$ cat src/rtl/tomasulo_pkg.sv
// tomasulo_pkg: shared widths, tag/index types and RS entry lifecycle states
package tomasulo_pkg;
  localparam int N_ENT = 4;
  localparam int IDX_W = 2;
  localparam int TAG_W = 3;
  typedef logic [TAG_W-1:0] tag_t;
  typedef logic [IDX_W-1:0] idx_t;
  typedef enum logic [1:0] {FREE, WAIT, READY, ISSUED} ent_st_e;
endpackage

$ cat src/rtl/age_matrix_select.sv
// age_matrix_select: allocation-order age matrix granting the oldest requester
module age_matrix_select #(
  parameter int N = 4
) (
  input  logic         clk,
  input  logic         reset,
  input  logic [N-1:0] req_i,
  input  logic [N-1:0] alloc_i,
  input  logic [N-1:0] free_i,
  output logic [N-1:0] grant_o
);
  logic [N-1:0] vld_q, vld_d;
  logic [N-1:0] old_q [N];
  logic [N-1:0] old_d [N];
  // row i marks entries older than i; a new entry inherits every live entry as older
  always_comb begin
    vld_d = (vld_q & ~free_i) | alloc_i;
    grant_o = '0;
    for (int i = 0; i < N; i++) begin
      old_d[i] = alloc_i[i] ? (vld_q & ~free_i) : (old_q[i] & ~free_i & ~alloc_i);
      grant_o[i] = req_i[i] && !(|(old_q[i] & req_i));
    end
  end
  // age state register
  always_ff @(posedge clk) begin
    if (reset) begin
      vld_q <= '0;
      for (int i = 0; i < N; i++) old_q[i] <= '0;
    end else begin
      vld_q <= vld_d;
      old_q <= old_d;
    end
  end
endmodule

$ cat src/rtl/rs_add_scheduler.sv
// rs_add_scheduler: wakeup/select control for the 4-entry add/sub reservation station
module rs_add_scheduler
  import tomasulo_pkg::*;
(
  input  logic             clk,
  input  logic             reset,
  input  logic             flush,
  input  logic             alloc_valid,
  output logic             alloc_ready,
  output idx_t             alloc_idx,
  input  logic             alloc_s1_valid,
  input  tag_t             alloc_s1_tag,
  input  logic             alloc_s2_valid,
  input  tag_t             alloc_s2_tag,
  input  tag_t             alloc_dest_tag,
  input  logic             cdb_valid,
  input  tag_t             cdb_tag,
  output logic             issue_valid,
  input  logic             issue_ready,
  output idx_t             issue_idx,
  output tag_t             issue_dest_tag,
  input  logic             done_valid,
  input  idx_t             done_idx,
  output logic [N_ENT-1:0] s1_wake,
  output logic [N_ENT-1:0] s2_wake,
  output logic [IDX_W:0]   occupancy
);
  ent_st_e st_q [N_ENT];
  ent_st_e st_d [N_ENT];
  logic [N_ENT-1:0] s1v_q, s1v_d, s2v_q, s2v_d;
  tag_t s1t_q [N_ENT];
  tag_t s1t_d [N_ENT];
  tag_t s2t_q [N_ENT];
  tag_t s2t_d [N_ENT];
  tag_t dst_q [N_ENT];
  tag_t dst_d [N_ENT];
  logic [N_ENT-1:0] free_v, rdy_v, grant, alloc_oh, issue_oh, done_oh, age_free;
  logic alloc_fire, issue_fire, done_ok, a_s1v, a_s2v;
  // decode registered state into free/ready masks, pick entries, raise wake strobes
  always_comb begin
    free_v = '0;
    rdy_v = '0;
    occupancy = '0;
    alloc_idx = '0;
    issue_idx = '0;
    s1_wake = '0;
    s2_wake = '0;
    for (int i = N_ENT - 1; i >= 0; i--) begin
      free_v[i] = st_q[i] == FREE;
      rdy_v[i] = st_q[i] == READY;
      occupancy = occupancy + (IDX_W + 1)'(st_q[i] != FREE);
      alloc_idx = free_v[i] ? idx_t'(i) : alloc_idx;
      issue_idx = grant[i] ? idx_t'(i) : issue_idx;
      s1_wake[i] = cdb_valid && !flush && st_q[i] == WAIT && !s1v_q[i] && s1t_q[i] == cdb_tag;
      s2_wake[i] = cdb_valid && !flush && st_q[i] == WAIT && !s2v_q[i] && s2t_q[i] == cdb_tag;
    end
  end
  assign alloc_ready = |free_v;
  assign issue_valid = |rdy_v && !flush;
  assign issue_dest_tag = dst_q[issue_idx];
  assign alloc_fire = alloc_valid && alloc_ready && !flush;
  assign issue_fire = issue_valid && issue_ready;
  assign done_ok = done_valid && !flush && st_q[done_idx] == ISSUED;
  assign alloc_oh = alloc_fire ? N_ENT'(1) << alloc_idx : '0;
  assign issue_oh = issue_fire ? grant : '0;
  assign done_oh = done_ok ? N_ENT'(1) << done_idx : '0;
  assign age_free = flush ? '1 : done_oh;
  assign a_s1v = alloc_s1_valid || (cdb_valid && alloc_s1_tag == cdb_tag);
  assign a_s2v = alloc_s2_valid || (cdb_valid && alloc_s2_tag == cdb_tag);
  // per-entry lifecycle: alloc, wakeup, issue and done all applied in parallel; flush wins
  always_comb begin
    for (int i = 0; i < N_ENT; i++) begin
      st_d[i] = st_q[i];
      s1v_d[i] = s1v_q[i];
      s2v_d[i] = s2v_q[i];
      s1t_d[i] = s1t_q[i];
      s2t_d[i] = s2t_q[i];
      dst_d[i] = dst_q[i];
      if (alloc_oh[i]) begin
        st_d[i] = (a_s1v && a_s2v) ? READY : WAIT;
        s1v_d[i] = a_s1v;
        s2v_d[i] = a_s2v;
        s1t_d[i] = alloc_s1_tag;
        s2t_d[i] = alloc_s2_tag;
        dst_d[i] = alloc_dest_tag;
      end else if (st_q[i] == WAIT) begin
        s1v_d[i] = s1v_q[i] || s1_wake[i];
        s2v_d[i] = s2v_q[i] || s2_wake[i];
        st_d[i] = (s1v_d[i] && s2v_d[i]) ? READY : WAIT;
      end else if (issue_oh[i]) begin
        st_d[i] = ISSUED;
      end else if (done_oh[i]) begin
        st_d[i] = FREE;
      end
      st_d[i] = flush ? FREE : st_d[i];
    end
  end
  // entry state register
  always_ff @(posedge clk) begin
    if (reset) begin
      for (int i = 0; i < N_ENT; i++) st_q[i] <= FREE;
      s1v_q <= '0;
      s2v_q <= '0;
    end else begin
      st_q <= st_d;
      s1v_q <= s1v_d;
      s2v_q <= s2v_d;
    end
  end
  // operand and destination tags need no reset; they are only read for live entries
  always_ff @(posedge clk) begin
    s1t_q <= s1t_d;
    s2t_q <= s2t_d;
    dst_q <= dst_d;
  end
  age_matrix_select #(.N(N_ENT)) u_age (
    .clk     (clk),
    .reset   (reset),
    .req_i   (rdy_v),
    .alloc_i (alloc_oh),
    .free_i  (age_free),
    .grant_o (grant)
  );
endmodule
$ cat config.mk
export PLATFORM = sky130hd
export DESIGN_NAME = rs_add_scheduler
export DESIGN_NICKNAME = d
export VERILOG_FILES = /design/src/rtl/tomasulo_pkg.sv /design/src/rtl/age_matrix_select.sv /design/src/rtl/rs_add_scheduler.sv
export SDC_FILE = /design/constraint.sdc
export NUM_CORES = 1
export LEC_CHECK = 0
export CAP_MARGIN = 20
export CORE_MARGIN = 5
export CORE_UTILIZATION = 39
export CTS_CLUSTER_SIZE = 14
export DETAILED_ROUTE_END_ITERATION = 7
export PLACE_DENSITY = 0.64
export SYNTH_ARGS = -nofsm -noshare
export SYNTH_HDL_FRONTEND = slang
export SYNTH_HIERARCHICAL = 1
export SYNTH_SLANG_ARGS = --single-unit
$ cat constraint.sdc
create_clock -name clk -period 3.25 [get_ports clk]
set_clock_uncertainty 0.1 [all_clocks]
set_input_delay 0.975 -clock clk [delete_from_list [all_inputs] [get_ports clk]]
set_output_delay 0.975 -clock clk [all_outputs]
set_load 0.1 [all_outputs]
* Word level (Yosys, flattened, before mapping)
Cells that the tools add are included.
** Cells by class
- Add/subtract/negate cells :: 3
- $lt $le $gt $ge :: 2
- Equal/unequal tests :: 19
- Shift-type cells :: 2
- Muxes and demuxes :: 59
- Bitwise gates (word level) :: 18
- Reduce and logical (&&, ||, !) cells :: 84
** Operators by type and width (number)
- 2-to-1 mux 2 bit :: 31
- AND 4 bit :: 13
- logical AND 1 bit :: 38
- 2-to-1 mux 4 bit :: 8
- equality test 3 bit :: 10
- OR reduction 4 bit :: 6
- 2-to-1 mux 1 bit :: 16
- nonzero test 2 bit :: 8
- nonzero test 4 bit :: 4
- zero test 1 bit :: 13
- equality test 2 bit (second input constant) :: 5
- logical OR 1 bit :: 10
- equality test 2 x 1 -> 1 bit (second input constant) :: 4
- zero test 2 bit :: 4
- inverter 4 bit :: 2
- left shift 1 x 2 -> 4 bit (first input constant) :: 2
- binary-select mux 3 bit (select 2 bit) :: 1
- >= comparator 3 bit (second input constant) :: 2
- 2-to-1 mux 3 bit :: 2
- inverter 2 -> 3 bit :: 2
- binary-select mux 2 bit (select 2 bit) :: 1
- OR 4 bit :: 1
- adder 2 x 1 -> 3 bit :: 1
- adder 3 x 1 -> 3 bit :: 1
- other kinds (2) :: 2
** Word-level totals
- Register bits :: 72
- Input port bits :: 23
- Output and inout bits :: 20
- Logic and storage cells :: 216

* Logic depth before layout (Yosys ltp)
- Depth after elaboration :: 13
- Gate-level depth with buffers :: 11
- Depth with buffers taken out :: 9

* Hierarchy
Netlist, hierarchy kept.
** By module, submodules not included
- rs_add_scheduler :: times used 1, cells each 265, area an instance 2786.4 µm², seq. area each 1401.3 µm²
- age_matrix_select :: times used 1, cells each 96, area an instance 884.6 µm², seq. area each 400.4 µm²

* Worst setup path after synthesis
Ideal clock, no wire load.
- Path kind :: register to output
- Start point :: reg st_q[7] (netlist name)
- End point :: out issue_dest_tag[0]
- Arrival time :: 5.329 ns
- Setup slack :: -3.154 ns
- Cell stages (with the launch flop) :: 6
- Cells stage by stage :: dfxtp_1 > nor2b_1 > a22oi_1 > and4b_1 > nor3_1 > a31oi_1
** Between the ends
- Elaborated cells on any way between the ends :: 25
- Those cells by class :: 1 x eq/ne; 7 x mux; 5 x bitwise; 12 x reduce/logical
** RTL lines
- from (decl) :: line rs_add_scheduler.sv:28 : ent_st_e st_q [N_ENT];
- from (signal assigned) :: line rs_add_scheduler.sv:105 : st_q <= st_d;
- equality test 2 bit :: line rs_add_scheduler.sv:50 : rdy_v[i] = st_q[i] == READY;
- via rdy_v[0] :: line rs_add_scheduler.sv:37 : logic [N_ENT-1:0] free_v, rdy_v, grant, alloc_oh, issue_oh, done_oh, age_free;
- AND 4 bit :: line age_matrix_select.sv:21 : grant_o[i] = req_i[i] && !(|(old_q[i] & req_i));
- OR reduction 4 bit :: line age_matrix_select.sv:21
- zero test 1 bit :: line age_matrix_select.sv:21
- logical AND 1 bit :: line age_matrix_select.sv:21
- via grant[1] :: line rs_add_scheduler.sv:37
- 2-to-1 mux 2 bit (2 in a row) :: line rs_add_scheduler.sv:53 : issue_idx = grant[i] ? idx_t'(i) : issue_idx;
- via issue_idx[1] :: line rs_add_scheduler.sv:20 : output idx_t issue_idx,
- inverter 2 -> 3 bit (implied by the code) :: line rs_add_scheduler.sv:60 : assign issue_dest_tag = dst_q[issue_idx];
- binary-select mux 3 bit (select 2 bit) :: line rs_add_scheduler.sv:60
- 2-to-1 mux 3 bit (implied by the code) (2 in a row) :: line rs_add_scheduler.sv:60
- to (decl) :: line rs_add_scheduler.sv:21 : output tag_t issue_dest_tag,
The timed path passes the listed nets, and every way through them passes these cells. The select of a mux whose other input is x is not followed.

* Final worst setup path
- Start point :: reg st_q[5] (netlist name)
- End point :: out issue_dest_tag[1]
** Between the ends
- Elaborated cells on any way between the ends :: 25
- Those cells by class :: 1 x eq/ne; 7 x mux; 5 x bitwise; 12 x reduce/logical
** RTL lines (line)
- equality test 2 bit :: rs_add_scheduler.sv:50
- via rdy_v[1] :: rs_add_scheduler.sv:37
- AND 4 bit :: age_matrix_select.sv:21
- OR reduction 4 bit :: age_matrix_select.sv:21
- zero test 1 bit :: age_matrix_select.sv:21
- logical AND 1 bit :: age_matrix_select.sv:21
- via grant[2] :: rs_add_scheduler.sv:37
- 2-to-1 mux 2 bit (3 in a row) :: rs_add_scheduler.sv:53
- inverter 2 -> 3 bit (implied by the code) :: rs_add_scheduler.sv:60
- binary-select mux 3 bit (select 2 bit) :: rs_add_scheduler.sv:60
- 2-to-1 mux 3 bit (implied by the code) (2 in a row) :: rs_add_scheduler.sv:60
The timed path passes the listed nets, and every way through them passes these cells. The select of a mux whose other input is x is not followed.

==> flow_metrics.env <==
export IMPL_leakagePower_nw=2.02
export IMPL_cp_start_kind="flop"
export IMPL_synth_top_area_share_pct=29.4
export IMPL_synth_flop_cell="edfxtp_1"
export IMPL_initial_core_util_pct=39.9
export IMPL_coreArea_um2=9200
export IMPL_ys_async_sr_fraction_pct=0
export IMPL_synth_net_count=390
export IMPL_setup_viol=3
export IMPL_fin_tns_setup_ns=-0.290
export IMPL_critical_path_class="flop to output port"
export IMPL_ys_seq_area_share_pct=49.1
export IMPL_synth_seq_cells=72
export IMPL_ios=43
export IMPL_p_per_area_nw_per_um2=346
export IMPL_track_usage_pct=18.2
export IMPL_total_power_mw=1.94
export IMPL_drt_iter0_markers=150
export IMPL_place_ws_ns=-0.326
export IMPL_synth_area_top_cells="edfxtp_1 29%, dfxtp_1 20%, xnor2_1 7.2%, nor2_1 3.4%, nand2_1 3.2%"
export IMPL_cts_sinks=72
export IMPL_fin_crit_ns=3.35
export IMPL_htreeDepth=3
export IMPL_grt_ovfl_total=0
export IMPL_cts_hold_buf=0
export IMPL_port_buffer_count=42
export IMPL_nets=504
export IMPL_dieArea_um2=11500
export IMPL_antenna_found_initial=0
export IMPL_hpwl_um=7400
export IMPL_worstHoldPathType="flop to flop"
export IMPL_post_drt_wl_per_cell_um=17.2
export IMPL_ys_types=48
export IMPL_numCtsBuffers=9
export IMPL_final_cell_mix="60 x buf_4, 36 x edfxtp_1, 30 x nand2_1"
export IMPL_slew_headroom_pct=66.7
export IMPL_syn2layout_area_growth_pct=52.8
export IMPL_crit_path_top_delay_cell="dfxtp_2"
export IMPL_grt_pass1_vias=3207
export IMPL_violations="negative setup slack"
export IMPL_tightest_slew_ns=0.493
export IMPL_cts_tree="done"
export IMPL_grt_pass1_wl_um=16200
export IMPL_diodes=0
export IMPL_cp_top_family="simple AND/OR/NAND/NOR gates"
export IMPL_grt_max_degree=23
export IMPL_yosys_area_top_type="edfxtp_1"
export IMPL_drc=0
export IMPL_path_cells="nor2b_4 > buf_4 > nand2_2 > and4b_2 > nor2b_4 > o21bai_4 > buf_4 > and2_1 > a211oi_4 > a31oi_4 > buf_12"
export IMPL_die_width_um=107
export IMPL_vias=3211
export IMPL_synth_warnings=6
export IMPL_clock_path_buffers=2
export IMPL_nFillCells=726
export IMPL_path_buf_inv=3
export IMPL_cp_required_ns=2.17
export IMPL_cp_arrival_ns=2.28
export IMPL_cts_root_buf="clkbuf_8"
export IMPL_post_route_period_util_pct=103
export IMPL_clk_pin_slew_ns=0.07
export IMPL_wl_um=10200
export IMPL_fmax_ghz=0.298
export IMPL_met2WireLength_um=5060
export IMPL_synth_cells=361
export IMPL_multi_input_area_um2=2120
export IMPL_syn_area_um2=3670
export IMPL_wl_met3_um=532
export IMPL_setup_ws_ns=-0.100
export IMPL_slew_viol_final=0
export IMPL_worstPathMaxFanout=6
export IMPL_synth_edf_count=36
export IMPL_first_pass_iters=4
export IMPL_final_common_cell="buf_4"
export IMPL_viasPerCell=5.43
export IMPL_top_layer="met4"
export IMPL_status="complete, but fails checks"
export IMPL_die_h_um=107
export IMPL_syn_avg_cell_area_um2=10.2
export IMPL_hold_viol=0
export IMPL_ff_latch_area_um2=1820
export IMPL_rsz0062_at_grt="true"
export IMPL_drive_gt1_share_pct=36.7
export IMPL_place_gp_congestion=0.863
export IMPL_irDropWorstVdd_v=0.000213
export IMPL_wl_met1_um=4460
export IMPL_crit_path_end_kind="output port"
export IMPL_max_stage_delay_ns=0.33
export IMPL_drtAntennaViolNets=0
export IMPL_clk_latency_ns=0.35
export IMPL_cap_viol_max_count=0
export IMPL_rows=35
metal layers:
| layer | global-route usage [%] | up-vias |
|---|---|---|
| met5 | 0 | - |
| met4 | 6.30 | 0 |
| met3 | 2.35 | 7 |
| met2 | 30.8 | 91 |
| met1 | 24.0 | 1558 |
| li1 | - | 1555 |
final cells by class:
class / instances / area share [%]
clock buffer: 9 / 2.21
timing repair buffer: 114 / 22.9
clock inverter: 7 / 1.12
inverter: 16 / 1.14
tap: 111 / 2.48
multi-input combinational: 262 / 37.8
sequential: 72 / 32.4
worst min-delay path, cell delays in order, from the launching register on:
cell,delay [ns]
dfxtp_1,0.35
nand2_1,0.07
a21oi_1,0.05
logic make-up (layout without fill, tap and decap cells):
group | count (synthesis) | count (layout) | synth area share (%)
xor gates and xnor gates | 30 | 30 | 7.16
adders and majority gates | 6 | 6 | 2.25
AOI/OAI and AO/OA | 72 | 72 | 13.5
and+or+nand+nor | 150 | 150 | 23.2
muxes | 4 | 4 | 1.09
buffers and inverters | 27 | 146 | 3.72
DFF | 72 | 72 | 49.1
state kept, by name, indices dropped and copies added, names as in the netlist:
register     cells
u_age/old_q     16
dst_q           12
s1t_q           12
s2t_q           12
st_q             8
s1v_q            4
s2v_q            4
u_age/vld_q      4
final timing paths:
| kind | from | endpoint | slack [ns] | depth (start not counted) |
|---|---|---|---|---|
| worst min-delay path | u_age/vld_q[1] | u_age/old_q[5] | 0.40 | 2 |
| worst max-delay path | st_q[5] | issue_dest_tag[1] | -0.10 | 11 |
| worst min register to register | u_age/vld_q[1] | u_age/old_q[5] | 0.40 | 2 |
| worst max register to register | st_q[1] | st_q[3] | 0.41 | 12 |
power breakdown:
part,total [mW],internal (mW),switching [mW]
clock network,0.679,0.346,0.332
logic,0.290,0.142,0.149
registers,0.973,0.964,0.00950
total,1.94,1.45,0.490
cell usage after synthesis (5+ instances only):
cell      number
nor2b_1       10
a22oi_1        6
edfxtp_1      36
and2_1         5
nand2b_1      11
nand2_1       31
ha_1           5
or3b_1        12
a41oi_1        6
or2_2          7
inv_1         16
dfxtp_1       36
xnor2_1       30
a31oi_1        5
nor2_1        33
a21oi_1       23
nor3_1         5
a211oi_1      11
nand4_1       10
per-stage QoR:
stage | utilization (%) | instances | hold slack, ns | area [µm²]
floorplan | - | 361 | 0.352 | 3850
global placement | 54.4 | 557 | 0.389 | 5000
detailed placement | 54.4 | 557 | 0.395 | 5000
CTS | 60.1 | 589 | 0.403 | 5530
global route | 61.0 | 591 | 0.432 | 5610
finish | 61.0 | 591 | 0.401 | 5610
repair_timing:
item | 4_1_cts | 5_1_grt
endpoints found under the setup margin | 15 | 14
gates cloned | 1 | 0
endpoints found under the hold margin | 0 | 0
gates resized for setup | 49 | 17
setup buffers | 15 | 2
pin swaps | 24 | 13
(Power assumes the default switching activity.)
